`config.mk`:
```
export PLATFORM = sky130hd
export DESIGN_NAME = seg_msg_scroller_flat
export DESIGN_NICKNAME = d
export VERILOG_FILES = /design/src/rtl/seg_msg_scroller_pkg.sv /design/src/rtl/seg_msg_scroller_if.sv /design/src/rtl/seg_msg_scroller_tick_gen.sv /design/src/rtl/seg_msg_scroller.sv /design/src/flat_wrapper.sv
export SDC_FILE = /design/constraint.sdc
export NUM_CORES = 1
export LEC_CHECK = 0
export ABC_CLOCK_PERIOD_IN_PS = 6900
export BUFFER_PORTS_ARGS = -buffer_cell sky130_fd_sc_hd__buf_2
export CAP_MARGIN = 10
export CORE_MARGIN = 2
export CORE_UTILIZATION = 45
export DETAILED_ROUTE_END_ITERATION = 10
export MAX_ROUTING_LAYER = met4
export PLACE_DENSITY = 0.75
export SETUP_SLACK_MARGIN = 0.15
export SLEW_MARGIN = 20
export SYNTH_ARGS = -nofsm -noshare
export SYNTH_HDL_FRONTEND = slang
export SYNTH_SLANG_ARGS = --single-unit
```
`constraint.sdc`:
```
create_clock -name CLOCK_50 -period 6.9 [get_ports CLOCK_50]
set_input_delay 0.345 -clock CLOCK_50 [delete_from_list [all_inputs] [get_ports CLOCK_50]]
set_output_delay 0.345 -clock CLOCK_50 [all_outputs]
set_load 0.05 [all_outputs]
```
`src/rtl/seg_msg_scroller_pkg.sv`:
```
// seg_msg_pkg: shared definitions for the 7-segment message scroller.
//  - MSG_LEN and the 5-bit character codes used in the message ROM
//  - display mode encoding
//  - char_to_seg : character code -> active-low segment pattern (bit0=a .. bit6=g)
//  - state_to_msg: traffic FSM state -> 8-character message, element 0 = leftmost
//  - state_has_msg: 1 when the state code has a defined message
package seg_msg_pkg;

    localparam int MSG_LEN = 8;

    typedef enum logic [4:0] {
        CH_0     = 5'd0,
        CH_1     = 5'd1,
        CH_2     = 5'd2,
        CH_3     = 5'd3,
        CH_4     = 5'd4,
        CH_5     = 5'd5,
        CH_6     = 5'd6,
        CH_7     = 5'd7,
        CH_8     = 5'd8,
        CH_9     = 5'd9,
        CH_A     = 5'd10,
        CH_B     = 5'd11,  // lower-case b
        CH_C     = 5'd12,
        CH_D     = 5'd13,  // lower-case d
        CH_E     = 5'd14,
        CH_F     = 5'd15,
        CH_G     = 5'd16,
        CH_H     = 5'd17,
        CH_I     = 5'd18,
        CH_L     = 5'd19,
        CH_N     = 5'd20,  // lower-case n
        CH_O     = 5'd21,
        CH_P     = 5'd22,
        CH_R     = 5'd23,  // lower-case r
        CH_S     = 5'd24,
        CH_T     = 5'd25,  // lower-case t
        CH_U     = 5'd26,
        CH_DASH  = 5'd27,
        CH_BLANK = 5'd28
    } char_t;

    typedef enum logic [1:0] {
        MODE_STATIC     = 2'b00,
        MODE_SCROLL     = 2'b01,
        MODE_BLINK      = 2'b10,
        MODE_STATIC_ALT = 2'b11
    } mode_t;

    // One 5-bit character code per slot; slot 0 is the leftmost character.
    typedef logic [MSG_LEN-1:0][4:0] msg_t;

    localparam logic [6:0] SEG_BLANK = 7'b1111111;

    function automatic logic [6:0] char_to_seg(input char_t c);
        logic [6:0] seg;
        case (c)
            CH_0:     seg = 7'b1000000;
            CH_1:     seg = 7'b1111001;
            CH_2:     seg = 7'b0100100;
            CH_3:     seg = 7'b0110000;
            CH_4:     seg = 7'b0011001;
            CH_5:     seg = 7'b0010010;
            CH_6:     seg = 7'b0000010;
            CH_7:     seg = 7'b1111000;
            CH_8:     seg = 7'b0000000;
            CH_9:     seg = 7'b0010000;
            CH_A:     seg = 7'b0001000;
            CH_B:     seg = 7'b0000011;
            CH_C:     seg = 7'b1000110;
            CH_D:     seg = 7'b0100001;
            CH_E:     seg = 7'b0000110;
            CH_F:     seg = 7'b0001110;
            CH_G:     seg = 7'b1000010;
            CH_H:     seg = 7'b0001001;
            CH_I:     seg = 7'b1111001;
            CH_L:     seg = 7'b1000111;
            CH_N:     seg = 7'b0101011;
            CH_O:     seg = 7'b1000000;
            CH_P:     seg = 7'b0001100;
            CH_R:     seg = 7'b0101111;
            CH_S:     seg = 7'b0010010;
            CH_T:     seg = 7'b0000111;
            CH_U:     seg = 7'b1000001;
            CH_DASH:  seg = 7'b0111111;
            default:  seg = SEG_BLANK;
        endcase
        return seg;
    endfunction

    function automatic logic state_has_msg(input logic [2:0] s);
        return (s == 3'b000) || (s == 3'b010) || (s == 3'b011);
    endfunction

    function automatic msg_t state_to_msg(input logic [2:0] s);
        msg_t m;
        for (int i = 0; i < MSG_LEN; i++) begin
            m[i] = CH_BLANK;
        end
        case (s)
            3'b000: begin
                m[0] = CH_G;
                m[1] = CH_O;
            end
            3'b010: begin
                m[0] = CH_S;
                m[1] = CH_T;
                m[2] = CH_O;
                m[3] = CH_P;
            end
            3'b011: begin
                m[0] = CH_C;
                m[1] = CH_A;
                m[2] = CH_U;
                m[3] = CH_T;
                m[4] = CH_I;
                m[5] = CH_O;
                m[6] = CH_N;
            end
            default: begin
                for (int i = 0; i < MSG_LEN; i++) begin
                    m[i] = CH_DASH;
                end
            end
        endcase
        return m;
    endfunction

endpackage

```
`src/rtl/seg_msg_scroller_if.sv`:
```
// seg_msg_scroller_if: bundle between the traffic FSM side and the scroller.
//  state (3)          traffic FSM state code
//  mode  (2)          00 static, 01 scroll, 10 blink, 11 static
//  HEX   (7*N_DIGITS) active-low segments, digit k at [7k+6:7k], k=0 rightmost
//  err   (1)          state has no defined message
//  wrap  (1)          one-cycle pulse when the scroll offset wraps to 0
interface seg_msg_scroller_if #(
    parameter int unsigned N_DIGITS = 4
);
    logic [2:0]            state;
    logic [1:0]            mode;
    logic [7*N_DIGITS-1:0] HEX;
    logic                  err;
    logic                  wrap;

    modport master (output state, output mode, input HEX, input err, input wrap);
    modport slave  (input state, input mode, output HEX, output err, output wrap);
endinterface

```
`src/rtl/seg_msg_scroller_tick_gen.sv`:
```
// seg_tick_gen: terminal-count divider producing the scroll/blink step.
//  clk   in   clock
//  rst   in   asynchronous active-high reset, counter -> 0
//  clr   in   synchronous clear, restarts a full period
//  tick  out  high for the one cycle the counter sits at TERMINAL
module seg_tick_gen #(
    parameter int unsigned TERMINAL = 1
) (
    input  logic clk,
    input  logic rst,
    input  logic clr,
    output logic tick
);
    localparam int CW = $clog2(TERMINAL + 1);

    logic [CW-1:0] count_reg;

    assign tick = (count_reg == CW'(TERMINAL));

    always_ff @(posedge clk or posedge rst) begin
        if (rst) begin
            count_reg <= '0;
        end else if (clr || tick) begin
            count_reg <= '0;
        end else begin
            count_reg <= count_reg + CW'(1);
        end
    end
endmodule

```
`src/rtl/seg_msg_scroller.sv`:
```
// seg_msg_scroller: N-digit 7-segment message display for the traffic light
// controller. The FSM state selects an 8-character message which is shown
// static, scrolling right-to-left, or blinking, stepped by an internal tick.
//  CLOCK_50  in   system clock
//  KEY       in   asynchronous active-high reset
//  bus       slave modport: state/mode in, HEX/err/wrap out
module seg_msg_scroller
    import seg_msg_pkg::*;
#(
    parameter int unsigned CLK_HZ   = 50_000_000,
    parameter int unsigned TICK_HZ  = 1,
    parameter int unsigned N_DIGITS = 4
) (
    input  logic               CLOCK_50,
    input  logic               KEY,
    seg_msg_scroller_if.slave  bus
);
    localparam int unsigned TICK_TC = CLK_HZ / TICK_HZ - 1;
    localparam int          OW      = $clog2(MSG_LEN);

    logic [2:0]            state_q;
    logic [1:0]            mode_q;
    logic                  change;
    logic                  tick;
    logic [OW-1:0]         offset_reg, offset_next;
    logic                  phase_reg, phase_next;
    logic                  wrap_reg, wrap_next;
    logic [7*N_DIGITS-1:0] hex_reg, hex_next;
    logic                  err_reg;
    msg_t                  msg;

    // Compares the raw inputs against their registered copies, so the
    // change is seen on the same edge that loads state_q/mode_q.
    assign change = (bus.state != state_q) || (bus.mode != mode_q);

    seg_tick_gen #(
        .TERMINAL(TICK_TC)
    ) u_tick (
        .clk  (CLOCK_50),
        .rst  (KEY),
        .clr  (change),
        .tick (tick)
    );

    // Offset/phase/wrap next-state. A change restarts the message and wins
    // over a coincident tick.
    always_comb begin
        offset_next = offset_reg;
        phase_next  = phase_reg;
        wrap_next   = 1'b0;
        if (change) begin
            offset_next = '0;
            phase_next  = 1'b0;
        end else begin
            if (mode_q == MODE_SCROLL) begin
                if (tick) begin
                    if (offset_reg == OW'(MSG_LEN - 1)) begin
                        offset_next = '0;
                        wrap_next   = 1'b1;
                    end else begin
                        offset_next = offset_reg + OW'(1);
                    end
                end
            end else begin
                offset_next = '0;
            end
            if (mode_q == MODE_BLINK) begin
                if (tick) begin
                    phase_next = ~phase_reg;
                end
            end else begin
                phase_next = 1'b0;
            end
        end
    end

    assign msg = state_to_msg(state_q);

    // Digit gi shows character (offset + N_DIGITS-1-gi) mod MSG_LEN; the
    // modulo is the natural overflow of the OW-bit sum since MSG_LEN is 2**OW.
    for (genvar gi = 0; gi < N_DIGITS; gi++) begin : g_digit
        localparam logic [OW-1:0] SKEW = OW'(N_DIGITS - 1 - gi);
        logic [OW-1:0] idx;
        assign idx = offset_reg + SKEW;
        assign hex_next[7*gi +: 7] = phase_reg ? SEG_BLANK : char_to_seg(char_t'(msg[idx]));
    end

    always_ff @(posedge CLOCK_50 or posedge KEY) begin
        if (KEY) begin
            state_q    <= '0;
            mode_q     <= '0;
            offset_reg <= '0;
            phase_reg  <= 1'b0;
            wrap_reg   <= 1'b0;
            hex_reg    <= '1;
            err_reg    <= 1'b0;
        end else begin
            state_q    <= bus.state;
            mode_q     <= bus.mode;
            offset_reg <= offset_next;
            phase_reg  <= phase_next;
            wrap_reg   <= wrap_next;
            hex_reg    <= hex_next;
            err_reg    <= !state_has_msg(state_q);
        end
    end

    assign bus.HEX  = hex_reg;
    assign bus.err  = err_reg;
    assign bus.wrap = wrap_reg;
endmodule

```
`src/flat_wrapper.sv`:
```
// flat-port wrapper written by rule: the top's interface ports become plain ports
module seg_msg_scroller_flat import seg_msg_pkg::*;
#(
    parameter int unsigned CLK_HZ   = 50_000_000,
    parameter int unsigned TICK_HZ  = 1,
    parameter int unsigned N_DIGITS = 4
)
  (CLOCK_50, KEY, bus_state, bus_mode, bus_HEX, bus_err, bus_wrap);
  seg_msg_scroller_if #(.N_DIGITS(N_DIGITS)) bus_i ();
  input  logic CLOCK_50;
  input  logic KEY;
  input wire logic [$bits(bus_i.state)-1:0] bus_state;
  input wire logic [$bits(bus_i.mode)-1:0] bus_mode;
  output wire logic [$bits(bus_i.HEX)-1:0] bus_HEX;
  output wire logic [$bits(bus_i.err)-1:0] bus_err;
  output wire logic [$bits(bus_i.wrap)-1:0] bus_wrap;
  assign bus_i.state = bus_state;
  assign bus_i.mode = bus_mode;
  assign bus_HEX = bus_i.HEX;
  assign bus_err = bus_i.err;
  assign bus_wrap = bus_i.wrap;
  seg_msg_scroller #(.CLK_HZ(CLK_HZ), .TICK_HZ(TICK_HZ), .N_DIGITS(N_DIGITS)) u_core (.CLOCK_50(CLOCK_50), .KEY(KEY), .bus(bus_i));
endmodule
```
==> results.py <==
metrics = {
    "synth": {
        "syn_inst": 555,
        "synth_area_per_cell_sq_um": 8.74,
        "synthDistinctLibCells": 74,
        "syn-cell-area_sq_um": 4850,
        "ys_async_sr_fraction_pct": 100,
        "synthAdderAreaFrac_pct": 8.25,
        "ys.flop_type": "dfrtp_1",
        "synth_compound_area_share_pct": 19.2,
        "syn_nets": 594,
        "synth.area.mux_share_pct": 3.82,
        "yosysSeqAreaShare_pct": 34.3,
        "synth-simple-area-share_pct": 22.2,
        "synth_top_family_by_area": "simple AND/OR/NAND/NOR gates",
        "synth-edff-count": 0,
        "yosysWarnings": 0,
        "synth_xor_xnor_area_share_pct": 6.14,
        "synth-seq-cells": 65,
    },
    "floorplan": {
        "initial_utilization_pct": 46.6,
        "io_pins": 37,
        "die_y_um": 108,
        "fp.dieW_um": 108,
        "rows": 37,
        "core_area_sq_um": 10400,
        "die_area_sq_um": 11600,
    },
    "cells_and_area": {
        "syn_to_final_growth_pct": 8.46,
        "diodes": 0,
        "utilization_pct": 50.5,
        "fin_nets": 612,
        "largest_register_ffs": 28,
        "mostFrequentLayoutCells": "59 x nor2_1, 38 x nand2_1, 37 x dfrtp_1",
        "ff_latch_area_sq_um": 1660,
        "multiInputGateArea_sq_um": 2890,
        "final_common_cell": "nor2_1",
        "fin_cells": 714,
        "final.fill_count": 975,
        "drive_gt1_share_pct": 18.7,
    },
    "critical_path": {
        "cp-endpoint": "u_core.bus.HEX[17]$_DFF_PP1_",
        "cp.required_ns": 7.18,
        "crit_chain": "inv_1 > ha_1 > nor2b_1 > a22oi_1 > o21ai_0 > inv_1 > ha_1 > and3_1 > nor3_1 > a21oi_1",
        "end_kind": "flop",
        "rr_startpoint": "u_core.offset_reg[1]$_DFFE_PP0P_",
        "cp.arrival_ns": 3.98,
        "start_kind": "flop",
        "critical_path_class": "flop to flop",
        "critical_path.max_stage_delay_ns": 0.71,
        "cp-startpoint": "u_core.offset_reg[1]$_DFFE_PP0P_",
        "slowest_stage": "dfrtp_1",
        "reg2reg_to": "u_core.bus.HEX[17]$_DFF_PP1_",
        "crit_fanout": 22,
        "reg2reg_depth": 10,
        "r2r_slack_ns": 3.20,
    },
    "clock_network": {
        "root_buffer": "clkbuf_8",
        "cts.sinks": 65,
        "clk_path_buf_depth": 2,
        "cts_tree": "built",
        "ctsResizeCount": 0,
        "insertion_delay_ns": 0.35,
        "ctsHoldBuffers": 0,
        "htree_levels": 3,
        "numCtsBuffers": 9,
        "post_cts_buffers": 0,
        "clk_pin_slew_ns": 0.08,
    },
    "power": {
        "powerDensity_nw_per_um2": 182,
        "leakage_nw": 2.18,
        "pwr-share-seq_pct": 43.7,
        "clkPwrFrac_pct": 35.4,
        "intPower_w": 0.000638,
        "switchingPower_w": 0.000318,
        "power.share.switching_pct": 33.3,
        "vdd_drop_max_mv": 0.0966,
        "combPwrFrac_pct": 20.9,
    },
    "placement": {
        "gp_congestion": 0.854,
        "dp.cells": 698,
        "io_buffers": 36,
        "dp.final_hpwl_um": 7550,
    },
    "grt": {
        "grt-ovfl-total": 0,
        "grt_pass1_wl_um": 17900,
        "grt_max_degree": 66,
        "gr-usage-all-layers_pct": 19.8,
        "antenna_found_initial": 0,
        "grt_pass1_vias": 3790,
    },
    "sta": {
        "hold_violations": 0,
        "period_share_pct": 53.7,
        "grt_setup_unrepaired": "no",
        "fin_tns_setup_ns": 0,
        "clock_skew_ns": 0.00914,
        "slew_violations": 0,
        "max_freq_mhz": 270,
        "worstMarginPinSlew_ns": 0.958,
        "max_slew_margin_pct": 36.1,
        "setup_viol": 0,
        "period_needed_ns": 3.70,
    },
    "drt": {
        "drt_iter0_markers": 303,
        "drc_errors": 0,
        "ant_nets": 0,
        "vias": 4209,
        "wire_per_inst_um": 15.5,
        "firstDrtPassIters": 7,
        "via_per_inst": 5.89,
        "wirelength_um": 11000,
    },
    "worst_hold_path": {
        "hp-class": "input pin to flop",
    },
    "flow_run": {
        "drv_cap": 0,
    },
    "status": {
        "outcome": "finished, final reports clean",
    },
}
==> per-stage QoR <==
stage / worst slack, ns / area [sq um] / hold slack [ns] / total power (W)
6_report: 3.20 / 5260 / 0.120 / 0.000955
5_1_grt: 2.87 / 5260 / 0.105 / 0.00100
4_1_cts: 3.27 / 5260 / 0.102 / 0.000968
3_5_place_dp: 3.27 / 5060 / 0.487 / 0.000622
3_3_place_gp: 3.47 / 5060 / 0.475 / 0.000619
2_1_floorplan: 3.91 / 4850 / 0.376 / 0.000583
==> metal layers <==
layer	GRT usage, %	up-vias	routed length (um)
met5	-	-	0
met4	8.06	0	276
met3	4.54	29	547
met2	29.1	139	5060
met1	26.6	2020	5160
li1	-	2021	-
==> cell usage after synthesis (10+ instances only) <==
| library cell | n | area (sq um) |
|---|---|---|
| and3_1 | 15 | 93.8 |
| mux2i_1 | 14 | 140 |
| clkbuf_1 | 14 | 52.6 |
| o21ai_0 | 33 | 165 |
| ha_1 | 32 | 400 |
| dfrtp_1 | 37 | 926 |
| dfstp_2 | 28 | 736 |
| xnor2_1 | 15 | 131 |
| nor2_1 | 59 | 221 |
| inv_1 | 25 | 93.8 |
| nor3_1 | 11 | 55.1 |
| a31oi_1 | 10 | 62.6 |
| nand3_1 | 31 | 155 |
| nand2_1 | 38 | 143 |
| xor2_1 | 19 | 166 |
| a21oi_1 | 22 | 110 |
==> power by group through the flow <==
stage	Combinational (W)	Sequential [W]	Clock, W
2_1_floorplan	0.0000972	0.000486	0
3_3_place_gp	0.000195	0.000424	0
3_5_place_dp	0.000198	0.000424	0
4_1_cts	0.000199	0.000418	0.000352
5_1_grt	0.000216	0.000419	0.000366
6_report	0.000200	0.000417	0.000338
==> final cells by class <==
type / instances / area share (%)
clock buffers: 9 / 2.35
clock inverters: 7 / 1.50
inverters: 27 / 1.93
multi-input cells: 427 / 55.0
flip-flops and latches: 65 / 31.6
well taps: 136 / 3.23
repair buffers: 43 / 4.42
==> kinds of logic (layout without fill, tap and decap cells) <==
group           Yosys count  in the layout
buf+inv                  63             86
compound gates          134            134
simple gates            209            209
xor+xnor                 34             34
fa+ha+maj                32             32
mux                      18             18
flops                    65             65
==> worst min path at each step <==
stage                                from                            to  slack [ns]  cells past startpoint
3_5_place_dp                 bus_state[2]   u_core.state_q[2]$_DFF_PP0_        0.49                      1
5_1_grt                      bus_state[2]   u_core.state_q[2]$_DFF_PP0_        0.10                      1
4_1_cts                      bus_state[2]   u_core.state_q[2]$_DFF_PP0_        0.10                      1
6_report                     bus_state[2]   u_core.state_q[2]$_DFF_PP0_        0.12                      1
2_1_floorplan                 bus_mode[0]    u_core.mode_q[0]$_DFF_PP0_        0.38                      0
3_3_place_gp   u_core.mode_q[0]$_DFF_PP0_  u_core.phase_reg$_DFFE_PP0P_        0.47                      1
==> worst max-delay path, delay by kind of cell (launching register included) <==
kind	cells	cell delay, ns
adders and majority gates	2	1.13
and+or+nand+nor	3	0.69
AOI/OAI and AO/OA	3	0.76
DFF	1	0.71
buffers and inverters	2	0.34
(Power assumes the default switching activity.)
